<file path="config.mk">
export PLATFORM = sky130hd
export DESIGN_NAME = vrf_wb_seq_flat
export DESIGN_NICKNAME = d
export VERILOG_FILES = /design/src/rtl/vcore_pkg.sv /design/src/rtl/vrf_wb_seq_if.sv /design/src/rtl/vrf_wb_fifo.sv /design/src/rtl/vrf_wb_seq.sv /design/src/flat_wrapper.sv
export SDC_FILE = /design/constraint.sdc
export NUM_CORES = 1
export LEC_CHECK = 0
export CORE_ASPECT_RATIO = 2
export CORE_MARGIN = 2
export CORE_UTILIZATION = 50
export DETAILED_ROUTE_END_ITERATION = 8
export DONT_BUFFER_PORTS = 1
export SETUP_SLACK_MARGIN = 0.2
export SYNTH_ARGS = -nofsm -noshare
export SYNTH_HDL_FRONTEND = slang
export SYNTH_HIERARCHICAL = 1
export SYNTH_SLANG_ARGS = --single-unit
</file>
<file path="constraint.sdc">
create_clock -name clk_i -period 2.4 [get_ports clk_i]
set_input_delay 0.48 -clock clk_i [delete_from_list [all_inputs] [get_ports clk_i]]
set_output_delay 0.48 -clock clk_i [all_outputs]
set_load 0.01 [all_outputs]
</file>
<file path="src/rtl/vcore_pkg.sv">
// Shared vector-core types and default geometry, common to the VRF and its write-back sequencer.
package vcore_pkg;

  localparam int VC_DATA_WIDTH = 32;
  localparam int VC_REG_NUM    = 32;
  localparam int VC_LANES      = 4;
  localparam int VC_ADDR_B     = $clog2(VC_REG_NUM);
  localparam int VC_ELEM_B     = $clog2(VC_LANES);

  typedef enum logic {
    WB_IDLE  = 1'b0,
    WB_WRITE = 1'b1
  } wb_state_t;

  // Element i of data sits at bits [i*VC_DATA_WIDTH +: VC_DATA_WIDTH] when flattened.
  typedef struct packed {
    logic [VC_ADDR_B-1:0]                    addr;
    logic [VC_LANES-1:0][VC_DATA_WIDTH-1:0]  data;
    logic [VC_LANES-1:0]                     mask;
  } wb_entry_t;

endpackage

</file>
<file path="src/rtl/vrf_wb_seq_if.sv">
// Result-vector handshake and VRF write-port bundle for the write-back sequencer.
interface vrf_wb_seq_if
  import vcore_pkg::*;
#(
  parameter int DATA_WIDTH = VC_DATA_WIDTH,
  parameter int REG_NUM    = VC_REG_NUM,
  parameter int LANES      = VC_LANES
);
  localparam int ADDR_B = $clog2(REG_NUM);
  localparam int ELEM_B = $clog2(LANES);

  logic                    res_valid;
  logic                    res_ready;
  logic [ADDR_B-1:0]       res_addr;
  logic [LANES*DATA_WIDTH-1:0] res_data;
  logic [LANES-1:0]        res_mask;

  logic                    wr_req;
  logic                    wr_en;
  logic                    wr_ready;
  logic [ELEM_B-1:0]       wr_elem_cnt;
  logic [ADDR_B-1:0]       wr_addr;
  logic [DATA_WIDTH-1:0]   wdata;
  logic [REG_NUM-1:0]      pend_mask;
  logic                    wb_done;

  modport slave (
    input  res_valid, res_addr, res_data, res_mask,
    output res_ready, wr_req, wr_en, wr_ready, wr_elem_cnt, wr_addr, wdata,
           pend_mask, wb_done
  );

  modport master (
    output res_valid, res_addr, res_data, res_mask,
    input  res_ready, wr_req, wr_en, wr_ready, wr_elem_cnt, wr_addr, wdata,
           pend_mask, wb_done
  );

endinterface

</file>
<file path="src/rtl/vrf_wb_fifo.sv">
// DEPTH-entry result FIFO of wb_entry_t; exposes per-slot valid/addr so the owner can build a pending mask.
module vrf_wb_fifo
  import vcore_pkg::*;
#(
  parameter int DEPTH = 2
) (
  input  logic                            clk_i,
  input  logic                            resetn_i,
  input  logic                            push,
  input  wb_entry_t                       din,
  input  logic                            pop,
  output wb_entry_t                       head,
  output logic                            full,
  output logic                            empty,
  output logic [DEPTH-1:0]                ent_vld,
  output logic [DEPTH-1:0][VC_ADDR_B-1:0] ent_addr
);

  localparam int PTR_B = $clog2(DEPTH);

  wb_entry_t         mem [DEPTH];
  logic [PTR_B-1:0]  rd_ptr;
  logic [PTR_B-1:0]  wr_ptr;
  logic [PTR_B:0]    count;
  logic              do_push;
  logic              do_pop;

  assign full    = (count == (PTR_B+1)'(DEPTH));
  assign empty   = (count == '0);
  assign do_push = push && !full;
  assign do_pop  = pop && !empty;
  assign head    = mem[rd_ptr];

  // Storage is cleared on reset so the stale head (address/data) reads as zero.
  always_ff @(posedge clk_i or negedge resetn_i) begin
    if (!resetn_i) begin
      rd_ptr <= '0;
      wr_ptr <= '0;
      count  <= '0;
      for (int i = 0; i < DEPTH; i++) mem[i] <= '0;
    end else begin
      if (do_push) begin
        mem[wr_ptr] <= din;
        wr_ptr      <= wr_ptr + 1'b1;
      end
      if (do_pop) rd_ptr <= rd_ptr + 1'b1;
      case ({do_push, do_pop})
        2'b10:   count <= count + 1'b1;
        2'b01:   count <= count - 1'b1;
        default: count <= count;
      endcase
    end
  end

  // A slot is live when its distance from the read pointer is below the fill level.
  for (genvar g = 0; g < DEPTH; g++) begin : g_slot
    logic [PTR_B-1:0] off;
    assign off         = PTR_B'(g) - rd_ptr;
    assign ent_vld[g]  = ({1'b0, off} < count);
    assign ent_addr[g] = mem[g].addr;
  end

endmodule

</file>
<file path="src/rtl/vrf_wb_seq.sv">
// Write-back sequencer: buffers result vectors and serialises them onto the VRF write port.
// Optional VRF_WB_MASK_EN: per-element wr_en from the stored mask instead of always writing.
module vrf_wb_seq
  import vcore_pkg::*;
#(
  parameter int DATA_WIDTH = VC_DATA_WIDTH,
  parameter int REG_NUM    = VC_REG_NUM,
  parameter int LANES      = VC_LANES,
  parameter int DEPTH      = 2
) (
  input  logic          clk_i,
  input  logic          resetn_i,
  vrf_wb_seq_if.slave   bus
);

  localparam int ELEM_B = $clog2(LANES);

  wb_entry_t                       din;
  wb_entry_t                       head;
  logic                            push;
  logic                            pop;
  logic                            full;
  logic                            empty;
  logic [DEPTH-1:0]                ent_vld;
  logic [DEPTH-1:0][VC_ADDR_B-1:0] ent_addr;

  wb_state_t            state, state_n;
  logic [ELEM_B-1:0]    cnt, cnt_n;
  logic [DATA_WIDTH-1:0] elem;
  logic                 elem_en;
  logic [REG_NUM-1:0]   pend;

  // No pass-through: a pop in the same cycle does not open a full FIFO.
  assign bus.res_ready = !full;
  assign push          = bus.res_valid && !full;
  assign din           = {bus.res_addr, bus.res_data, bus.res_mask};

  vrf_wb_fifo #(.DEPTH(DEPTH)) u_fifo (
    .clk_i    (clk_i),
    .resetn_i (resetn_i),
    .push     (push),
    .din      (din),
    .pop      (pop),
    .head     (head),
    .full     (full),
    .empty    (empty),
    .ent_vld  (ent_vld),
    .ent_addr (ent_addr)
  );

  assign elem        = head.data[cnt];
  assign bus.wr_addr = head.addr;

`ifdef VRF_WB_MASK_EN
  assign elem_en = head.mask[cnt];
`else
  assign elem_en = 1'b1;
`endif

  always_ff @(posedge clk_i or negedge resetn_i) begin
    if (!resetn_i) begin
      state <= WB_IDLE;
      cnt   <= '0;
    end else begin
      state <= state_n;
      cnt   <= cnt_n;
    end
  end

  // IDLE always occupies one cycle between vectors because the VRF only samples wr_req when idle.
  always_comb begin
    state_n         = state;
    cnt_n           = cnt;
    pop             = 1'b0;
    bus.wr_req      = 1'b0;
    bus.wr_en       = 1'b0;
    bus.wr_ready    = 1'b0;
    bus.wb_done     = 1'b0;
    bus.wr_elem_cnt = '0;
    bus.wdata       = '0;
    case (state)
      WB_IDLE: begin
        bus.wr_req = !empty;
        if (!empty) begin
          state_n = WB_WRITE;
          cnt_n   = '0;
        end
      end
      WB_WRITE: begin
        bus.wr_elem_cnt = cnt;
        bus.wdata       = elem;
        bus.wr_en       = elem_en;
        if (cnt == ELEM_B'(LANES-1)) begin
          bus.wr_ready = 1'b1;
          bus.wb_done  = 1'b1;
          pop          = 1'b1;
          cnt_n        = '0;
          state_n      = WB_IDLE;
        end else begin
          cnt_n = cnt + 1'b1;
        end
      end
      default: state_n = WB_IDLE;
    endcase
  end

  always_comb begin
    pend = '0;
    for (int i = 0; i < DEPTH; i++) begin
      if (ent_vld[i]) pend[ent_addr[i]] = 1'b1;
    end
  end

  assign bus.pend_mask = pend;

endmodule

</file>
<file path="src/flat_wrapper.sv">
// flat-port wrapper written by rule: the top's interface ports become plain ports
module vrf_wb_seq_flat import vcore_pkg::*;
#(
  parameter int DATA_WIDTH = VC_DATA_WIDTH,
  parameter int REG_NUM    = VC_REG_NUM,
  parameter int LANES      = VC_LANES,
  parameter int DEPTH      = 2
)
  (clk_i, resetn_i, bus_res_valid, bus_res_addr, bus_res_data, bus_res_mask, bus_res_ready, bus_wr_req, bus_wr_en, bus_wr_ready, bus_wr_elem_cnt, bus_wr_addr, bus_wdata, bus_pend_mask, bus_wb_done);
  vrf_wb_seq_if #(.DATA_WIDTH(DATA_WIDTH), .REG_NUM(REG_NUM), .LANES(LANES)) bus_i ();
  input  logic clk_i;
  input  logic resetn_i;
  input wire logic [$bits(bus_i.res_valid)-1:0] bus_res_valid;
  input wire logic [$bits(bus_i.res_addr)-1:0] bus_res_addr;
  input wire logic [$bits(bus_i.res_data)-1:0] bus_res_data;
  input wire logic [$bits(bus_i.res_mask)-1:0] bus_res_mask;
  output wire logic [$bits(bus_i.res_ready)-1:0] bus_res_ready;
  output wire logic [$bits(bus_i.wr_req)-1:0] bus_wr_req;
  output wire logic [$bits(bus_i.wr_en)-1:0] bus_wr_en;
  output wire logic [$bits(bus_i.wr_ready)-1:0] bus_wr_ready;
  output wire logic [$bits(bus_i.wr_elem_cnt)-1:0] bus_wr_elem_cnt;
  output wire logic [$bits(bus_i.wr_addr)-1:0] bus_wr_addr;
  output wire logic [$bits(bus_i.wdata)-1:0] bus_wdata;
  output wire logic [$bits(bus_i.pend_mask)-1:0] bus_pend_mask;
  output wire logic [$bits(bus_i.wb_done)-1:0] bus_wb_done;
  assign bus_i.res_valid = bus_res_valid;
  assign bus_i.res_addr = bus_res_addr;
  assign bus_i.res_data = bus_res_data;
  assign bus_i.res_mask = bus_res_mask;
  assign bus_res_ready = bus_i.res_ready;
  assign bus_wr_req = bus_i.wr_req;
  assign bus_wr_en = bus_i.wr_en;
  assign bus_wr_ready = bus_i.wr_ready;
  assign bus_wr_elem_cnt = bus_i.wr_elem_cnt;
  assign bus_wr_addr = bus_i.wr_addr;
  assign bus_wdata = bus_i.wdata;
  assign bus_pend_mask = bus_i.pend_mask;
  assign bus_wb_done = bus_i.wb_done;
  vrf_wb_seq #(.DATA_WIDTH(DATA_WIDTH), .REG_NUM(REG_NUM), .LANES(LANES), .DEPTH(DEPTH)) u_core (.clk_i(clk_i), .resetn_i(resetn_i), .bus(bus_i));
endmodule
</file>
==> results of run 1 <==
[sequential cells by signal, indices dropped and copies added (netlist names)]
name,count
u_core/u_fifo/mem,256
u_core/u_fifo/ent_addr,10
u_core/cnt,2
u_core/u_fifo/count,2
u_core/state,1
u_core/u_fifo/rd_ptr,1
u_core/u_fifo/wr_ptr,1
[worst min path at each step]
stage | start | to | slack [ps] | depth (start not counted)
2_1_floorplan | resetn_i | u_core/cnt[0] | 180 | 0
3_3_place_gp | resetn_i | u_core/u_fifo/ent_addr[0] | 190 | 0
3_5_place_dp | resetn_i | u_core/u_fifo/ent_addr[1] | 190 | 0
4_1_cts | resetn_i | u_core/u_fifo/ent_addr[6] | -390 | 0
5_1_grt | resetn_i | u_core/u_fifo/ent_addr[6] | -400 | 0
6_report | resetn_i | u_core/u_fifo/ent_addr[6] | -370 | 0
[where the power goes]
part | leakage (nW) | switching [mW] | total (mW) | internal, mW
Sequential | 3.22 | 1.55 | 8.57 | 7.02
Combinational | 3.37 | 7.54 | 17.0 | 9.46
Clock | 0.430 | 1.80 | 4.14 | 2.34
Total | 7.02 | 10.9 | 29.7 | 18.8
[metal layers]
metal  wire length [microns]  part of all wire, %  track usage, %  up-vias
met5                       0                    0               0        -
met4                    1259                  3.3           8.777        0
met3                    2546                  6.6           5.906       69
met2                   20970                   54           45.56      256
met1                   13890                   36           27.74     4254
li1                        -                    -               -     3544
[placed cells by master, fill, tap and decap left out, drive strengths merged]
cell      n
mux2    399
dfrtp   273
buf     104
o22ai    64
mux2i    64
clkbuf   43
nand3b   11
clkinv    9
or3b      8
inv       6
nand2     5
xnor2     4
nand3     4
nor2      3
or3       2
a21o      2
nand2b    2
and2      2
nor2b     2
ha        2
bufinv    1
a21oi     1
o21ai     1
nor3b     1
and3      1
xor2      1
[cell type report]
class                           count  area (sq um)
Multi-Input combinational cell    579          7453
Inverter                            5         23.77
Timing Repair Buffer              109          1393
Clock buffer                       38         767.0
Sequential cell                   273          6839
Fill cell                        2071         10540
Clock inverter                     11         87.58
Tap cell                          352         440.4
[stage by stage]
step	std cells	hold slack (ps)	TNS, ps
4_1_cts	1341	-392.5	-10970
6_report	1367	-373.8	-16080
3_5_place_dp	1280	192.9	-14.66
2_1_floorplan	930	184.4	0
3_3_place_gp	1280	192.3	0
5_1_grt	1367	-400.7	-19430
[timing repair]
item	4_1_cts	5_1_grt
pin swaps	9	27
setup buffers	8	20
cloned	4	6
setup endpoints to repair	68	82
hold endpoints to repair	273	273
gates resized for setup	133	88
==> impl_metrics.yaml, run 1 <==
run_status:
  status: "finished with violations"
  violations: "negative hold slack, negative setup slack"
cts:
  cts_buffers: 27
  clock-sinks: 273
  clkTransAtPathRegs_ps: 70
  clk_latency_ps: 550
  clockRootBuffer: "clkbuf_16"
  cts_max_level: 1
  clk_path_buf_depth: 3
  cts_tree: "built"
critical_path:
  r2r-start: "u_core/u_fifo/count[1]"
  start_kind: "flip-flop"
  crit_arrival_ps: 2270
  regToRegSetupSlack_ps: 330
  slowest_delay_ps: 480
  cp-startpoint: "u_core/u_fifo/rd_ptr"
  ff2ff_path_depth: 7
  crit_chain: "buf_12 > buf_12 > a21o_4 > or3b_4 > o22ai_4 > buf_6"
  setup.worst_path.end: "bus_pend_mask[24]"
  crit_slowest_cell: "or3b_4"
  cp_max_fo: 7
  cp_top_family: "buffers and inverters"
  crit_top_cell: "buf_12"
  critical_path_required_ps: 1920
  endpoint_kind: "primary output"
  critical_path_class: "reg -> out"
  regToRegEndpoint: "u_core/u_fifo/mem[155]"
  path_depth: 6
  worstPathBufferInverterCount: 3
logic_synthesis:
  syn_avg_cell_area_sq_um: 15.00
  synth_area_sq_um: 13950
  ys_warn_count: 6
  synthCells: 930
  syn_nets: 1072
cells_and_area:
  drive_gt1_share_pct: 64.73
  area_delta_synth_final_pct: 21.92
  nets: 1137
  utilization_pct: 61.73
  diodes: 0
  design_area_sq_um: 17000
timing:
  rsz0062_at_grt: "true"
  max_freq_ghz: 0.3640
  min_period_over_period_pct: 114.5
  tightestPinTransition_ps: 981.7
  fin_worst_skew_ps: 20.89
  fin_hold_ws_ps: -373.8
  fin_crit_ps: 2747
  finalHoldViolCount: 273
  drv_slew: 0
  slew_headroom_pct: 34.56
  fin_ws_ps: -346.9
  setup_viol: 66
global_routing:
  grt_pass1_vias: 8937
  grt_pass1_wl_microns: 54920
  grtUsageTotal_pct: 24.89
  antenna_found_initial: 0
  grt_remaining_overflow: 0
  grt_start_max_net_pins: 274
power:
  power.density_nw_per_um2: 1747
  irDropWorstVdd_uv: 771.2
  power.total_mw: 29.71
  leakagePower_nw: 7.016
placed_design:
  place_worst_setup_slack_ps: -14.66
  dp_hpwl_microns: 24210
  gp_congestion: 0.7816
  post_dp_cell_area_sq_um: 14430
  place.port_buffers: 0
routing:
  drt_iter0_drc: 417
  drc_errors: 0
  vias: 8123
  dr.pass1.iters: 4
  wirelength_microns: 38660
  ant_nets: 0
  wl_per_cell_microns: 28.28
  post_drt_via_cell_ratio: 5.942
floorplan:
  rows: 86
  core_sq_um: 27550
  initial_core_util_pct: 50.63
  dieArea_sq_um: 29330
  die_w_microns: 122.1
  die_y_microns: 240.2
  io_pins: 216
run:
  cap_violations: 0
hold_path:
  hold_class: "in -> async"
No activity file was read; power rests on OpenSTA's default activity.
==> run 2, diff against run 1 <==
--- a/config.mk
+++ b/config.mk
@@ -5,6 +5,7 @@
 export SDC_FILE = /design/constraint.sdc
 export NUM_CORES = 1
 export LEC_CHECK = 0
+export ABC_CLOCK_PERIOD_IN_PS = 2400
 export CORE_ASPECT_RATIO = 2
 export CORE_MARGIN = 2
 export CORE_UTILIZATION = 50
==> results of run 2 <==
Same layout as run 1: the final DEF is identical, and so are final timing and power.
